File: config.mk
export PLATFORM = sky130hd
export DESIGN_NAME = clk_rst_ctrl
export DESIGN_NICKNAME = d
export VERILOG_FILES = /design/src/rtl/clk_rst_ctrl_pkg.sv /design/src/rtl/reset_stretcher.sv /design/src/rtl/clk_rst_ctrl.sv
export SDC_FILE = /design/constraint.sdc
export NUM_CORES = 1
export LEC_CHECK = 0
export BUFFER_PORTS_ARGS = -buffer_cell sky130_fd_sc_hd__buf_2
export CORE_MARGIN = 2
export CORE_UTILIZATION = 59
export DETAILED_ROUTE_END_ITERATION = 10
export PLACE_DENSITY = 0.84
export SYNTH_ARGS = -nofsm -noshare
export SYNTH_HDL_FRONTEND = slang
export SYNTH_SLANG_ARGS = --single-unit
File: constraint.sdc
create_clock -name clock -period 5 [get_ports clock]
set_input_delay 0.75 -clock clock [delete_from_list [all_inputs] [get_ports clock]]
set_output_delay 0.75 -clock clock [all_outputs]
set_load 0.01 [all_outputs]
File: src/rtl/clk_rst_ctrl_pkg.sv
// Shared types and constants for the processor clock/reset controller:
// FSM state encoding, phase indices, hold-counter width and a phase decoder.
`timescale 1ns/1ps
package clk_rst_ctrl_pkg;

  typedef enum logic [1:0] {
    HOLD   = 2'd0,
    RUN    = 2'd1,
    HALTED = 2'd2
  } state_t;

  localparam int HOLD_CNT_W = 8;

  localparam logic [1:0] PHASE_IMEM    = 2'd0;
  localparam logic [1:0] PHASE_REGFILE = 2'd1;
  localparam logic [1:0] PHASE_DMEM    = 2'd2;
  localparam logic [1:0] PHASE_PROC    = 2'd3;

  // One-hot enable vector {proc, dmem, regfile, imem} for a phase index.
  function automatic logic [3:0] phase_onehot(input logic [1:0] p);
    logic [3:0] oh;
    oh = 4'b0000;
    case (p)
      PHASE_IMEM:    oh = 4'b0001;
      PHASE_REGFILE: oh = 4'b0010;
      PHASE_DMEM:    oh = 4'b0100;
      PHASE_PROC:    oh = 4'b1000;
      default:       oh = 4'b0000;
    endcase
    return oh;
  endfunction

endpackage

File: src/rtl/reset_stretcher.sv
// Keeps sys_reset high for RST_HOLD_CYCLES clock edges after reset is
// released. hold_done marks the edge on which the stretched reset ends, so
// the controller FSM can leave HOLD on exactly that same edge.
`timescale 1ns/1ps
module reset_stretcher
  import clk_rst_ctrl_pkg::*;
#(
  parameter int unsigned RST_HOLD_CYCLES = 4
) (
  input  logic clock,
  input  logic reset,
  output logic sys_reset,
  output logic hold_done
);

  localparam logic [HOLD_CNT_W-1:0] HOLD_LAST = HOLD_CNT_W'(RST_HOLD_CYCLES - 1);

  logic [HOLD_CNT_W-1:0] hold_count;

  assign hold_done = sys_reset && (hold_count == HOLD_LAST);

  // Count edges while stretching; drop sys_reset on the last counted edge.
  always_ff @(posedge clock or posedge reset) begin
    if (reset) begin
      hold_count <= '0;
      sys_reset  <= 1'b1;
    end else if (sys_reset) begin
      hold_count <= hold_count + 1'b1;
      if (hold_done) begin
        sys_reset <= 1'b0;
      end
    end
  end

endmodule

File: src/rtl/clk_rst_ctrl.sv
// Clock/reset controller for a four-phase multi-cycle processor.
// After the stretched reset it sequences imem -> regfile -> dmem -> proc
// enables and counts completed processor cycles.
// Optional run budget: define CLK_RST_CTRL_CYCLE_LIMIT_EN to halt after
// MAX_CYCLES processor cycles (MAX_CYCLES = 0 means unlimited). Without the
// macro halt is tied low and the controller runs forever.
`timescale 1ns/1ps
module clk_rst_ctrl
  import clk_rst_ctrl_pkg::*;
#(
  parameter int unsigned RST_HOLD_CYCLES = 4,
  parameter int unsigned MAX_CYCLES      = 150
) (
  input  logic        clock,
  input  logic        reset,
  output logic        sys_reset,
  output logic        imem_en,
  output logic        regfile_en,
  output logic        dmem_en,
  output logic        proc_en,
  output logic [1:0]  phase,
  output logic [31:0] cycle_count,
  output logic        halt
);

  state_t      state;
  logic [3:0]  enables;
  logic        hold_done;
  logic [31:0] cycle_next;
  logic        budget_hit;

  reset_stretcher #(
    .RST_HOLD_CYCLES(RST_HOLD_CYCLES)
  ) u_reset_stretcher (
    .clock     (clock),
    .reset     (reset),
    .sys_reset (sys_reset),
    .hold_done (hold_done)
  );

  assign {proc_en, dmem_en, regfile_en, imem_en} = enables;

  // Natural 32-bit wrap when no budget stops the count.
  assign cycle_next = cycle_count + 32'd1;

`ifdef CLK_RST_CTRL_CYCLE_LIMIT_EN
  logic halt_flag;

  assign halt       = halt_flag;
  assign budget_hit = (MAX_CYCLES != 0) && (cycle_next == MAX_CYCLES);
`else
  assign halt       = 1'b0;
  assign budget_hit = 1'b0;
`endif

  // Controller FSM: wait out the stretched reset, rotate phases, stop on budget.
  always_ff @(posedge clock or posedge reset) begin
    if (reset) begin
      state       <= HOLD;
      enables     <= '0;
      phase       <= PHASE_IMEM;
      cycle_count <= '0;
`ifdef CLK_RST_CTRL_CYCLE_LIMIT_EN
      halt_flag   <= 1'b0;
`endif
    end else begin
      unique case (state)
        HOLD: begin
          if (hold_done) begin
            state   <= RUN;
            phase   <= PHASE_IMEM;
            enables <= phase_onehot(PHASE_IMEM);
          end
        end
        RUN: begin
          if (phase == PHASE_PROC) begin
            cycle_count <= cycle_next;
            phase       <= PHASE_IMEM;
            if (budget_hit) begin
              state   <= HALTED;
              enables <= '0;
`ifdef CLK_RST_CTRL_CYCLE_LIMIT_EN
              halt_flag <= 1'b1;
`endif
            end else begin
              enables <= phase_onehot(PHASE_IMEM);
            end
          end else begin
            phase   <= phase + 2'd1;
            enables <= phase_onehot(phase + 2'd1);
          end
        end
        HALTED: begin
          enables <= '0;
          phase   <= PHASE_IMEM;
        end
        default: begin
          state   <= HOLD;
          enables <= '0;
          phase   <= PHASE_IMEM;
        end
      endcase
    end
  end

endmodule

; ---- Word-level counts from Yosys, hierarchy flattened
; Index checks and enable logic that the tools add are counted.
[classes]
n_mul = 0
n_lt_le_gt_ge = 0
n_addsub = 3
reduce_logical = 6
n_div = 0
shifts = 0
eq_ne = 8
muxes = 11
bitwise_logic = 1
[ops]
columns = op, n
row1 = 32-bit by 1-bit adder with 32-bit output (second input constant), 1
row2 = 4-bit one-hot mux with 4 select lines, 1
row3 = 8-bit by 1-bit adder with 8-bit output (second input constant), 1
row4 = 2-bit == test (second input constant), 4
row5 = 8-bit by 2-bit == test with 1-bit output (second input constant), 1
row6 = 4-bit 2-to-1 mux, 2
row7 = 2-bit one-hot mux with 2 select lines, 2
row8 = 4-bit one-hot mux with 2 select lines, 1
row9 = 2-bit 2-to-1 mux, 3
row10 = 2-bit by 1-bit == test with 1-bit output (second input constant), 2
row11 = 2-bit logical NOT, 2
row12 = 2-bit AND reduction, 2
row13 = 2-bit by 1-bit adder with 2-bit output (second input constant), 1
row14 = 1-bit 2-to-1 mux, 2
row15 = 2-bit inequality test (second input constant), 1
row16 = 2-bit OR reduction, 1
row17 = 1-bit logical AND, 1
row18 = 1-bit inverter, 1
[totals]
rom_bits = 0
wordCells = 35
register_bits = 49
n_memories = 0
ram_bits = 0
output_inout_bits = 40
latch_bits = 0
inputBits = 2

; ---- Depth between registers and ports, before layout
; Gate-level depths: netlist of the first run.
[depth]
word_depth = 5
depth_mapped = 6
mapped_depth_nobuf = 5

; ---- Modules after synthesis
; From an unflattened synthesis of the first run, not the netlist that was laid out.
[hier_totals]
hier_cells = 187
area_unflattened_um2 = 2205.9
[by_module_without_submodules]
columns = module, cells_each, area_each_um2, instances, seq_area_each_um2
row1 = clk_rst_ctrl, 155, 1815.5, 1, 975.9
row2 = reset_stretcher, 32, 390.4, 1, 226.5

; ---- Least setup slack after synthesis of the first run
; OpenSTA, ideal clock, no wires.
[synth_timing]
path_type = reg-to-reg
from = register phase[0]
to = register cycle_count[26]
setup_time_ns = 0.079
period_less_slack_ns = 1.734
slack_ns = 3.266
arrival_ns = 1.655
required_time_ns = 4.921
stages_incl_launch_ff = 7
n_path_buf = 1
path_cell_list = dfrtp_1 > ha_1 > nand4_2 > or3_1 > buf_6 > nor3_2 > xor2_1
[synth_between]
elab_chain_len = 2
[synth_lines]
columns = element, line_no
row1 = start: declaration, clk_rst_ctrl.sv:21  ; output logic [1:0] phase,
row2 = start signal: assignment, clk_rst_ctrl.sv:89  ; phase <= phase + 2'd1;
row3 = 2-bit == test, clk_rst_ctrl.sv:76  ; if (phase == PHASE_PROC) begin
row4 = 2-bit AND reduction (no line), n/a
row5 = end signal: assignment, clk_rst_ctrl.sv:77  ; cycle_count <= cycle_next;
row6 = end: declaration, clk_rst_ctrl.sv:22  ; output logic [31:0] cycle_count,
; No other way between the ends.
; A chain may end at the register's enable or synchronous reset.

; ---- Worst setup path after layout of the first run
[layout_timing]
from = register phase[0]
to = register cycle_count[29]
; Same word-level chain as after synthesis.

==> metrics.md, run 1 <==
| Metric | Value |
|---|---|
| Final min period | 2.02 ns |
| Worst-Skew Late Latency | 0.30 ns |
| First-pass DRT Iterations | 4 |
| Vias in the first global route | 1513 |
| Die Area | 4290 µm² |
| CP Max Fanout | 12 |
| Netlist cell types | 30 |
| Net Sw Frac | 21.1% |
| Cell depth of the worst flop-to-flop path | 5 |
| Setup Viol. Count Final | 0 |
| Max Freq | 495 MHz |
| Wire per inst | 14.9 µm |
| Fin crit share | 40.4% |
| Die width | 65.5 µm |
| RSZ-0062 raised after global routing | no |
| Iter 0 DRT Violations | 45 |
| Initial antenna violation count | 0 |
| Post-layout worst setup margin | 2.98 ns |
| Tightest Pin Transition | 0.951 ns |
| Maximum vdd drop | 221 µV |
| Worst Setup SP | phase[0] |
| Io pins | 42 |
| PwrDens | 249 nW/µm² |
| CTS tree | yes |
| Area delta synth->final | 14.0% |
| Worst EP arrival | 2.21 ns |
| Yosys top cell by area | dfrtp_1 |
| Starting density of the core | 61.0% |
| GR Overflow Total | 0 |
| Largest net degree at the start of global routing | 49 |
| Worst slack at placement | 3.01 ns |
| Global Route Usage Sum | 22.5% |
| Register area share after synthesis | 53.9% |
| Post-CTS setup repair buffer count | 0 |
| Yosys Warn Count | 0 |
| Comb pwr share | 1.2% |
| Leak pwr | 1.34 nW |
| DRC Markers | 0 |
| Crit start category | flop |
| Crit path to | cycle_count[29] |
| Slew HR | 36.5% |
| Max-cap violations | 0 |
| Status | completed |
| Worst Hold Class | reg2reg |
| Sequential Power Share | 61.1% |
| Antenna Nets Post-Route | 0 |
| First-pass GRT wire length | 7.18 mm |
| Avg Cell Area, Syn | 11.7 µm² |
| Share of cells above drive strength 1 | 27.2% |
| Post-CTS Resized | 0 |
| Synth Cell Area | 2230 µm² |
| Die Span Y | 65.5 µm |
| Row cnt | 22 |
| # port buffers | 40 |
| Clk buf depth | 2 |
| Net Switching | 0.000134 W |
| Clock Pin Slew Worst Setup and Hold Paths | 0.09 ns |
| CP Data Required Time | 5.19 ns |
| Seq cells post-synth | 48 |
| Num Clock Sinks | 48 |
| Synthesized instance count | 190 |
| Dpl hpwl | 2.96 mm |
| GPL Wtd Cong | 0.798 |
| ANT cells | 0 |
| Via density | 5.53 |
| Reg2reg start | phase[0] |
| Critical path endpoint category | flop |
| # hold bufs at CTS | 0 |
| Syn Nets | 199 |
| Clock Skews | 0.0114 ns |
| Register-to-register setup slack | 2.98 ns |
| Worst r2r dst | cycle_count[29] |
| Clock share of power | 37.7% |
| Layout Nets | 240 |
| Number of buffers created by CTS | 5 |
| CTS H-Tree Depth | 2 |
| DRT Wirelength | 4.16 mm |
| Root Driver | clkbuf_8 |
| Dpl cells | 272 |
| Int Pwr | 0.000501 W |
| Setup CP Type | reg2reg |
| Fin cells | 280 |
| Core Region | 3660 µm² |
| Fin. max-slew vios | 0 |
| Setup TNS | 0 ns |
| Vias | 1547 |
| Yosys top cell area share | 52.7% |
| Synth area leaders | dfrtp_1, xnor2_1, xor2_1 |
| Final hold viol count | 0 |
power groups by stage:
stage / Clock, W / Combinational, W / Sequential (W)
floorplan: 0 / 0.00000658 / 0.000396
global placement: 0 / 0.00000837 / 0.000396
detailed placement: 0 / 0.00000835 / 0.000396
CTS: 0.000242 / 0.00000835 / 0.000388
global route: 0.000257 / 0.00000937 / 0.000388
finish: 0.000239 / 0.00000770 / 0.000388
metrics by stage:
stage	power, W	area [µm²]	hold slack, ns	util, %
after floorplan	0.000402	2230	0.446	-
after global placement	0.000404	2450	0.457	66.9
after detailed placement	0.000404	2450	0.469	66.9
after CTS	0.000638	2540	0.480	69.5
after global routing	0.000655	2540	0.493	69.5
final	0.000635	2540	0.478	69.5
worst min-delay path by stage:
stage,start,to,slack (ns),depth (start not counted)
floorplan,u_reset_stretcher.hold_count[7],u_reset_stretcher.hold_count[7],0.45,1
global placement,cycle_count[31],cycle_count[31],0.46,1
detailed placement,u_reset_stretcher.hold_count[7],u_reset_stretcher.hold_count[7],0.47,1
CTS,u_reset_stretcher.hold_count[7],u_reset_stretcher.hold_count[7],0.48,1
global route,u_reset_stretcher.hold_count[7],u_reset_stretcher.hold_count[7],0.49,1
finish,u_reset_stretcher.hold_count[7],u_reset_stretcher.hold_count[7],0.48,1
synthesized netlist by cell type:
master      n
nand2_1    12
nand4_2     2
nand4_1    15
dfstp_2     1
and3_1      2
a31oi_1     1
conb_1      1
or3_1       1
and4_1      5
nand3_1    13
nor3_2      8
mux2_2      3
ha_1        7
buf_4       1
nor4_1      2
clkbuf_1    2
a22o_1      3
nor2b_1     1
dfrtp_1    47
and2_1      3
a2bb2oi_1   1
o21ai_0     1
xnor2_1    24
nor3_1      1
and4bb_2    1
inv_1      10
xor2_1     14
buf_2       1
nor2_1      5
buf_6       2
cells in the final DEF, fill, tap and decap left out, types with 2 or more instances in the layout:
cell type  count
nor2_1         5
ha_1           7
and2_1         3
dfrtp_1       47
nand2_1       12
nor4_1         2
inv_1          9
nand4_1       15
nand4_2        2
and3_1         2
a22o_1         3
buf_2         40
and4_1         5
nor3_2         8
clkbuf_8       6
xnor2_1       24
mux2_2         3
nand3_1       13
xor2_1        14
registers in the layout (all words and copies together), names as in the netlist:
signal	cells
cycle_count	32
u_reset_stretcher.hold_count	8
enables	4
phase	2
state	1
u_reset_stretcher.sys_reset	1
cells by family (layout without fill, tap and decap cells):
logic type                 count (synthesis)  in the layout  synth area share [%]
buffers and inverters                     16             58                  3.59
adders and majority gates                  7              7                  3.92
AOI/OAI and AO/OA                          6              6                  2.07
and+or+nand+nor                           71             71                  20.0
other                                      1              1                 0.168
DFF                                       48             48                  53.9
muxes                                      3              3                  1.51
xor gates and xnor gates                  38             38                  14.9
final cells by class:
class / count / area (µm²)
sequential: 48 / 1200
fill: 271 / 1120
multi-input combinational: 126 / 950
timing repair buffer: 40 / 200
clock buffer: 7 / 86.3
tap: 48 / 60.1
inverter: 10 / 37.5
clock inverter: 1 / 7.51
worst max-delay path, cell delays in order, from the launching register on:
cell and delay, ns:
dfrtp_1 0.44, ha_1 0.25, nand2_1 0.14, nor2_1 0.69
nand4_1 0.21, xnor2_1 0.19
routing by layer:
| metal | part of all wire (%) | GRT usage [%] | wire length (µm) | vias to the layer above |
|---|---|---|---|---|
| li1 | - | - | - | 740 |
| met3 | 4.0 | 5.82 | 166 | 10 |
| met5 | 0 | 0 | 0 | - |
| met4 | 2.1 | 9.64 | 89 | 0 |
| met2 | 50 | 36.4 | 2080 | 35 |
| met1 | 44 | 28.9 | 1820 | 762 |
Note: power is estimated with default switching activity, not from simulation.
==> run 2, diff against run 1 <==
--- a/config.mk
+++ b/config.mk
@@ -7,9 +7,9 @@
 export LEC_CHECK = 0
 export BUFFER_PORTS_ARGS = -buffer_cell sky130_fd_sc_hd__buf_2
 export CORE_MARGIN = 2
-export CORE_UTILIZATION = 59
+export CORE_UTILIZATION = 49
 export DETAILED_ROUTE_END_ITERATION = 10
-export PLACE_DENSITY = 0.84
+export PLACE_DENSITY = 0.75
 export SYNTH_ARGS = -nofsm -noshare
 export SYNTH_HDL_FRONTEND = slang
 export SYNTH_SLANG_ARGS = --single-unit
==> constraint.sdc (replaced) <==
create_clock -name clock -period 1.6 [get_ports clock]
set_input_delay 0.24 -clock clock [delete_from_list [all_inputs] [get_ports clock]]
set_output_delay 0.24 -clock clock [all_outputs]
set_load 0.01 [all_outputs]
==> run 2 against run 1 <==
Combinational power rose to 4.3 times the previous value. Largest cell class unchanged. Sequential cell count unchanged. Hold slack better by 0.0076 ns. Core utilization down 4.4 points. Final cell count up 11%. Die area up 19%. Clock power rose to 3.1 times the previous value.
==> metrics.md, run 2 (same netlist as run 1, synthesis figures left out) <==
| Metric | Value |
|---|---|
| Status | completed |
| Reg2reg start | cycle_count[1] |
| ANT cells | 0 |
| Fin. max-slew vios | 0 |
| DRT Wirelength | 4.69 mm |
| Die width | 71.5 µm |
| Layout Nets | 266 |
| Setup Viol. Count Final | 0 |
| DRC Markers | 0 |
| Max Freq | 626 MHz |
| GPL Wtd Cong | 0.804 |
| Largest net degree at the start of global routing | 30 |
| Vias in the first global route | 1562 |
| Share of cells above drive strength 1 | 36.8% |
| Hold Worst Slack | 0.486 ns |
| Initial antenna violation count | 0 |
| PwrDens | 697 nW/µm² |
| Vias | 1645 |
| Crit start category | flop |
| Most common cell after layout, fill and taps aside | dfrtp_1 |
| Reg with most FFs | cycle_count |
| Post-layout worst setup margin | 0.00198 ns |
| Worst slack at placement | -0.00715 ns |
| Row cnt | 24 |
| Worst EP arrival | 1.83 ns |
| Dpl hpwl | 3.29 mm |
| GR Overflow Total | 0 |
| Cell depth of the worst flop-to-flop path | 5 |
| Worst-Skew Late Latency | 0.30 ns |
| Clk buf depth | 2 |
| Leak pwr | 1.53 nW |
| Register Area | 1200 µm² |
| # port buffers | 40 |
| Most frequent cells in the layout | dfrtp_1, buf_2, xnor2_1, buf_4, nand4_1 |
| Number of flip-flops under the largest register name | 32 |
| Global Route Usage Sum | 18.7% |
| Number of buffers created by CTS | 5 |
| CTS tree | yes |
| First-pass GRT wire length | 7.42 mm |
| Power Total | 0.00199 W |
| RSZ-0062 raised after global routing | yes |
| Multi-input gate area | 1040 µm² |
| Final hold viol count | 0 |
| Final min period | 1.60 ns |
| Setup CP Type | reg2reg |
| Clock Skews | 0.0107 ns |
| Wire per inst | 15.1 µm |
| Die Span Y | 71.5 µm |
| Final instance area | 2850 µm² |
| CTS H-Tree Depth | 2 |
| Fin crit share | 99.9% |
| Via density | 5.31 |
| Core Region | 4380 µm² |
| CP Max Fanout | 9 |
| Filler Cell Count | 340 |
| Max-cap violations | 0 |
| Register-to-register setup slack | 0.002 ns |
| Num Clock Sinks | 48 |
| Critical path endpoint category | flop |
| Fin cells | 310 |
| First-pass DRT Iterations | 4 |
| Iter 0 DRT Violations | 76 |
| CP Data Required Time | 1.83 ns |
| Worst r2r dst | cycle_count[24] |
| Area delta synth->final | 27.9% |
| Area of placed instances | 2650 µm² |
| Starting density of the core | 50.9% |
| Io pins | 42 |
| Dpl cells | 299 |
| Top Registers | cycle_count x32, u_reset_stretcher.hold_count x8, enables x4 |
| Die Area | 5110 µm² |
| Worst Hold Class | in2async |
| Root Driver | clkbuf_8 |
| Maximum vdd drop | 386 µV |
| Clock Pin Slew Worst Setup and Hold Paths | 0.09 ns |
| Antenna Nets Post-Route | 0 |
[run 2: per-layer routing]
layer / routed length, µm / global-route usage [%] / vias to the layer above
li1: - / - / 789
met1: 2260 / 27.2 / 817
met2: 2170 / 26.4 / 30
met3: 161 / 4.92 / 9
met4: 90 / 8.39 / 0
met5: 0 / 0 / -
[run 2: power breakdown]
group          leakage, nW  switching (W)  internal (W)
Combinational        0.820      0.0000252    0.00000761
Sequential           0.666              0       0.00121
Clock               0.0445       0.000394      0.000351
[run 2: final cells by class]
type,count,area share (%)
clock inverter,1,0.263
clock buffer,7,3.02
tap,52,2.28
sequential,48,42.2
inverter,10,1.32
timing repair buffer,66,14.4
multi-input combinational,126,36.6
[run 2: worst max-delay path: stages (launching register included)]
cell	delay [ns]
dfrtp_1	0.40
ha_4	0.17
nand4_4	0.12
or3_4	0.44
nor3_4	0.22
xor2_1	0.17
[run 2: stage by stage]
step | util, % | setup TNS (ns)
after CTS | 63.0 | 0
after global placement | 60.4 | 0
final | 65.1 | 0
after global routing | 65.1 | -0.131
after floorplan | - | -0.00537
after detailed placement | 60.4 | -0.00715
[run 2: worst max path at each step]
stage                   start         endpoint  slack [ns]  cells past startpoint
6_report       cycle_count[1]  cycle_count[24]       0.002                      5
5_1_grt        cycle_count[1]  cycle_count[24]       -0.07                      5
4_1_cts        cycle_count[0]  cycle_count[24]       0.007                      6
3_5_place_dp   cycle_count[0]  cycle_count[24]      -0.007                      6
3_3_place_gp   cycle_count[0]  cycle_count[24]        0.06                      6
2_1_floorplan  cycle_count[0]  cycle_count[24]      -0.005                      6
[run 2: what timing repair did]
action / CTS / global route
pin swaps: 0 / 3
resized for setup: 2 / 11
setup endpoints to repair: 1 / 16
endpoints found under the hold margin: 18 / 0
buffers inserted: 0 / 3
hold buffers: 1 / 0
==> run 3, diff against run 2 <==
--- a/config.mk
+++ b/config.mk
@@ -6,10 +6,12 @@
 export NUM_CORES = 1
 export LEC_CHECK = 0
 export BUFFER_PORTS_ARGS = -buffer_cell sky130_fd_sc_hd__buf_2
+export CELL_PAD_IN_SITES_DETAIL_PLACEMENT = 1
+export CELL_PAD_IN_SITES_GLOBAL_PLACEMENT = 1
 export CORE_MARGIN = 2
-export CORE_UTILIZATION = 49
+export CORE_UTILIZATION = 39
 export DETAILED_ROUTE_END_ITERATION = 10
-export PLACE_DENSITY = 0.75
+export PLACE_DENSITY_LB_ADDON = 0.1
 export SYNTH_ARGS = -nofsm -noshare
 export SYNTH_HDL_FRONTEND = slang
 export SYNTH_SLANG_ARGS = --single-unit
==> run 3 against run 2 <==
The run now ends with setup timing left. Critical path depth grew 1. Sequential cell count is the same. Core utilization shrank 12 points. Total power grew 6.3%.
==> metrics.md, run 3 (same netlist as run 1, synthesis figures left out) <==
| Metric | Value |
|---|---|
| CP peak stage delay | 0.40 ns |
| Clock share of power | 41.1% |
| CP Max Fanout | 5 |
| Number of flip-flops under the largest register name | 32 |
| Final min period | 1.64 ns |
| CTS H-Tree Depth | 2 |
| Layout Nets | 268 |
| Net Sw Frac | 20.4% |
| Reg2reg start | cycle_count[0] |
| Int Pwr | 0.00169 W |
| Critical-path cell list | ha_4 > nand4_4 > or3_4 > buf_6 > nor3_4 > xor2_1 |
| Io pins | 42 |
| Vias in the first global route | 1841 |
| Antenna Nets Post-Route | 0 |
| CP Data Required Time | 1.82 ns |
| Cell depth of the worst flop-to-flop path | 6 |
| Root Driver | clkbuf_8 |
| Critical path endpoint category | flop |
| Sequential Power Share | 57.3% |
| Most common cell after layout, fill and taps aside | dfrtp_1 |
| DRC Markers | 0 |
| Num Clock Sinks | 48 |
| Dpl hpwl | 3.94 mm |
| Die Span Y | 79.7 µm |
| Area delta synth->final | 31.2% |
| Fin. max-slew vios | 0 |
| Vias | 1677 |
| Fin crit share | 102% |
| Power Total | 0.00212 W |
| Metal-1 WL | 2.38 mm |
| Slowest stage cell on the critical path | dfrtp_1 |
| Status | complete, but fails checks |
| GR Overflow Total | 0 |
| Crit path buf inv count | 1 |
| Uppermost layer routed | met4 |
| # port buffers | 40 |
| Worst Setup SP | cycle_count[0] |
| Wire per inst | 16.6 µm |
| Worst EP arrival | 1.86 ns |
| Share of cells above drive strength 1 | 37.3% |
| Number of buffers created by CTS | 5 |
| Clock Pin Slew Worst Setup and Hold Paths | 0.09 ns |
| Clock Skews | 0.00710 ns |
| Tightest Pin Transition | 0.517 ns |
| Die Area | 6340 µm² |
| Crit start category | flop |
| Worst Hold Class | in2async |
| Global Route Usage Sum | 18.7% |
| CTS tree | yes |
| Dpl cells | 320 |
| PwrDens | 723 nW/µm² |
| GPL Wtd Cong | 0.761 |
| Met2 WL | 2.84 mm |
| Slew HR | 65.3% |
| Setup CP Type | reg2reg |
| Net Switching | 0.000431 W |
| RSZ-0062 raised after global routing | yes |
| Comb pwr share | 1.7% |
| Via density | 5.05 |
| DRT Wirelength | 5.50 mm |
| Worst r2r dst | cycle_count[14] |
| Leak pwr | 1.62 nW |
| Most frequent cells in the layout | dfrtp_1, buf_2, xnor2_1 |
| Failing checks | setup timing |
| Maximum vdd drop | 389 µV |
| Worst-Skew Late Latency | 0.30 ns |
| Register-to-register setup slack | -0.04 ns |
| Initial antenna violation count | 0 |
| Die width | 79.7 µm |
| Clk buf depth | 2 |
| Post-layout worst setup margin | -0.0379 ns |
| Max Freq | 611 MHz |
| Starting density of the core | 40.5% |
| Top Registers | cycle_count x32, u_reset_stretcher.hold_count x8, enables x4 |
| ANT cells | 0 |
| Reg with most FFs | cycle_count |
| Row cnt | 27 |
| Crit path to | cycle_count[14] |
| Final core utilization | 53.2% |
| Fin cells | 332 |
| Stages on worst setup path | 6 |
| First-pass GRT wire length | 9.21 mm |
| Largest net degree at the start of global routing | 24 |
| WL met3 | 181 µm |
| Setup Viol. Count Final | 2 |
| Final hold viol count | 0 |
| Core Region | 5510 µm² |
| First-pass DRT Iterations | 4 |
| Cell class contributing the biggest share of worst-path delay | simple AND/OR/NAND/NOR gates |
| Max-cap violations | 0 |
| Iter 0 DRT Violations | 58 |
==> run 3: routing by layer <==
metal	vias to the layer above	global-route usage, %
met2	30	31.5
met1	850	24.6
li1	787	-
met5	-	0
met3	10	3.62
met4	0	5.17
==> run 3: timing repair <==
action	in CTS	in global routing
cloned	1	0
endpoints found under the hold margin	12	0
buffers inserted	2	0
gates resized for setup	7	11
pin swaps	2	3
setup endpoints to repair	7	19
hold buffers	1	0
==> run 3: stage by stage <==
stage / worst slack (ns) / area [µm²] / hold slack, ns / TNS (ns)
6_report: -0.0379 / 2930 / 0.452 / -0.0506
5_1_grt: -0.120 / 2930 / 0.483 / -0.631
4_1_cts: -0.0201 / 2870 / 0.459 / -0.0201
3_5_place_dp: -0.0466 / 2680 / 0.236 / -0.0979
3_3_place_gp: 0.0355 / 2680 / 0.228 / 0
2_1_floorplan: -0.00537 / 2240 / 0.446 / -0.00537
==> run 3: area by class of cell <==
class	count	area, µm²
fillers	621	2580
repair buffers	68	430
inverters	10	37.5
flip-flops and latches	48	1200
multi-input cells	126	1060
clock inverters	2	35.0
clock buffers	6	72.6
well taps	72	90.1
==> run 3: worst min-delay path by stage <==
| stage | endpoint | start | slack [ns] |
|---|---|---|---|
| finish | u_reset_stretcher.hold_count[2] | reset | 0.45 |
| global route | u_reset_stretcher.hold_count[2] | reset | 0.48 |
| CTS | u_reset_stretcher.hold_count[2] | reset | 0.46 |
| detailed placement | u_reset_stretcher.hold_count[2] | reset | 0.24 |
| global placement | u_reset_stretcher.hold_count[2] | reset | 0.23 |
| floorplan | u_reset_stretcher.hold_count[7] | u_reset_stretcher.hold_count[7] | 0.45 |
==> run 3: worst register-to-register path, delay by kind of cell, from the launching register on <==
kind / cells / cell delay (ns)
XOR/XNOR: 1 / 0.16
adder cells (fa/ha/maj): 1 / 0.17
buffers and inverters: 1 / 0.16
AND/OR/NAND/NOR: 3 / 0.67
flip-flops: 1 / 0.40
==> run 3: power groups by stage <==
stage	clock network, W	registers, W	logic, W
finish	0.000869	0.00121	0.0000353
CTS	0.000893	0.00121	0.0000373
global placement	0	0.00124	0.0000344
global route	0.000937	0.00121	0.0000405
floorplan	0	0.00124	0.0000206
detailed placement	0	0.00124	0.0000353
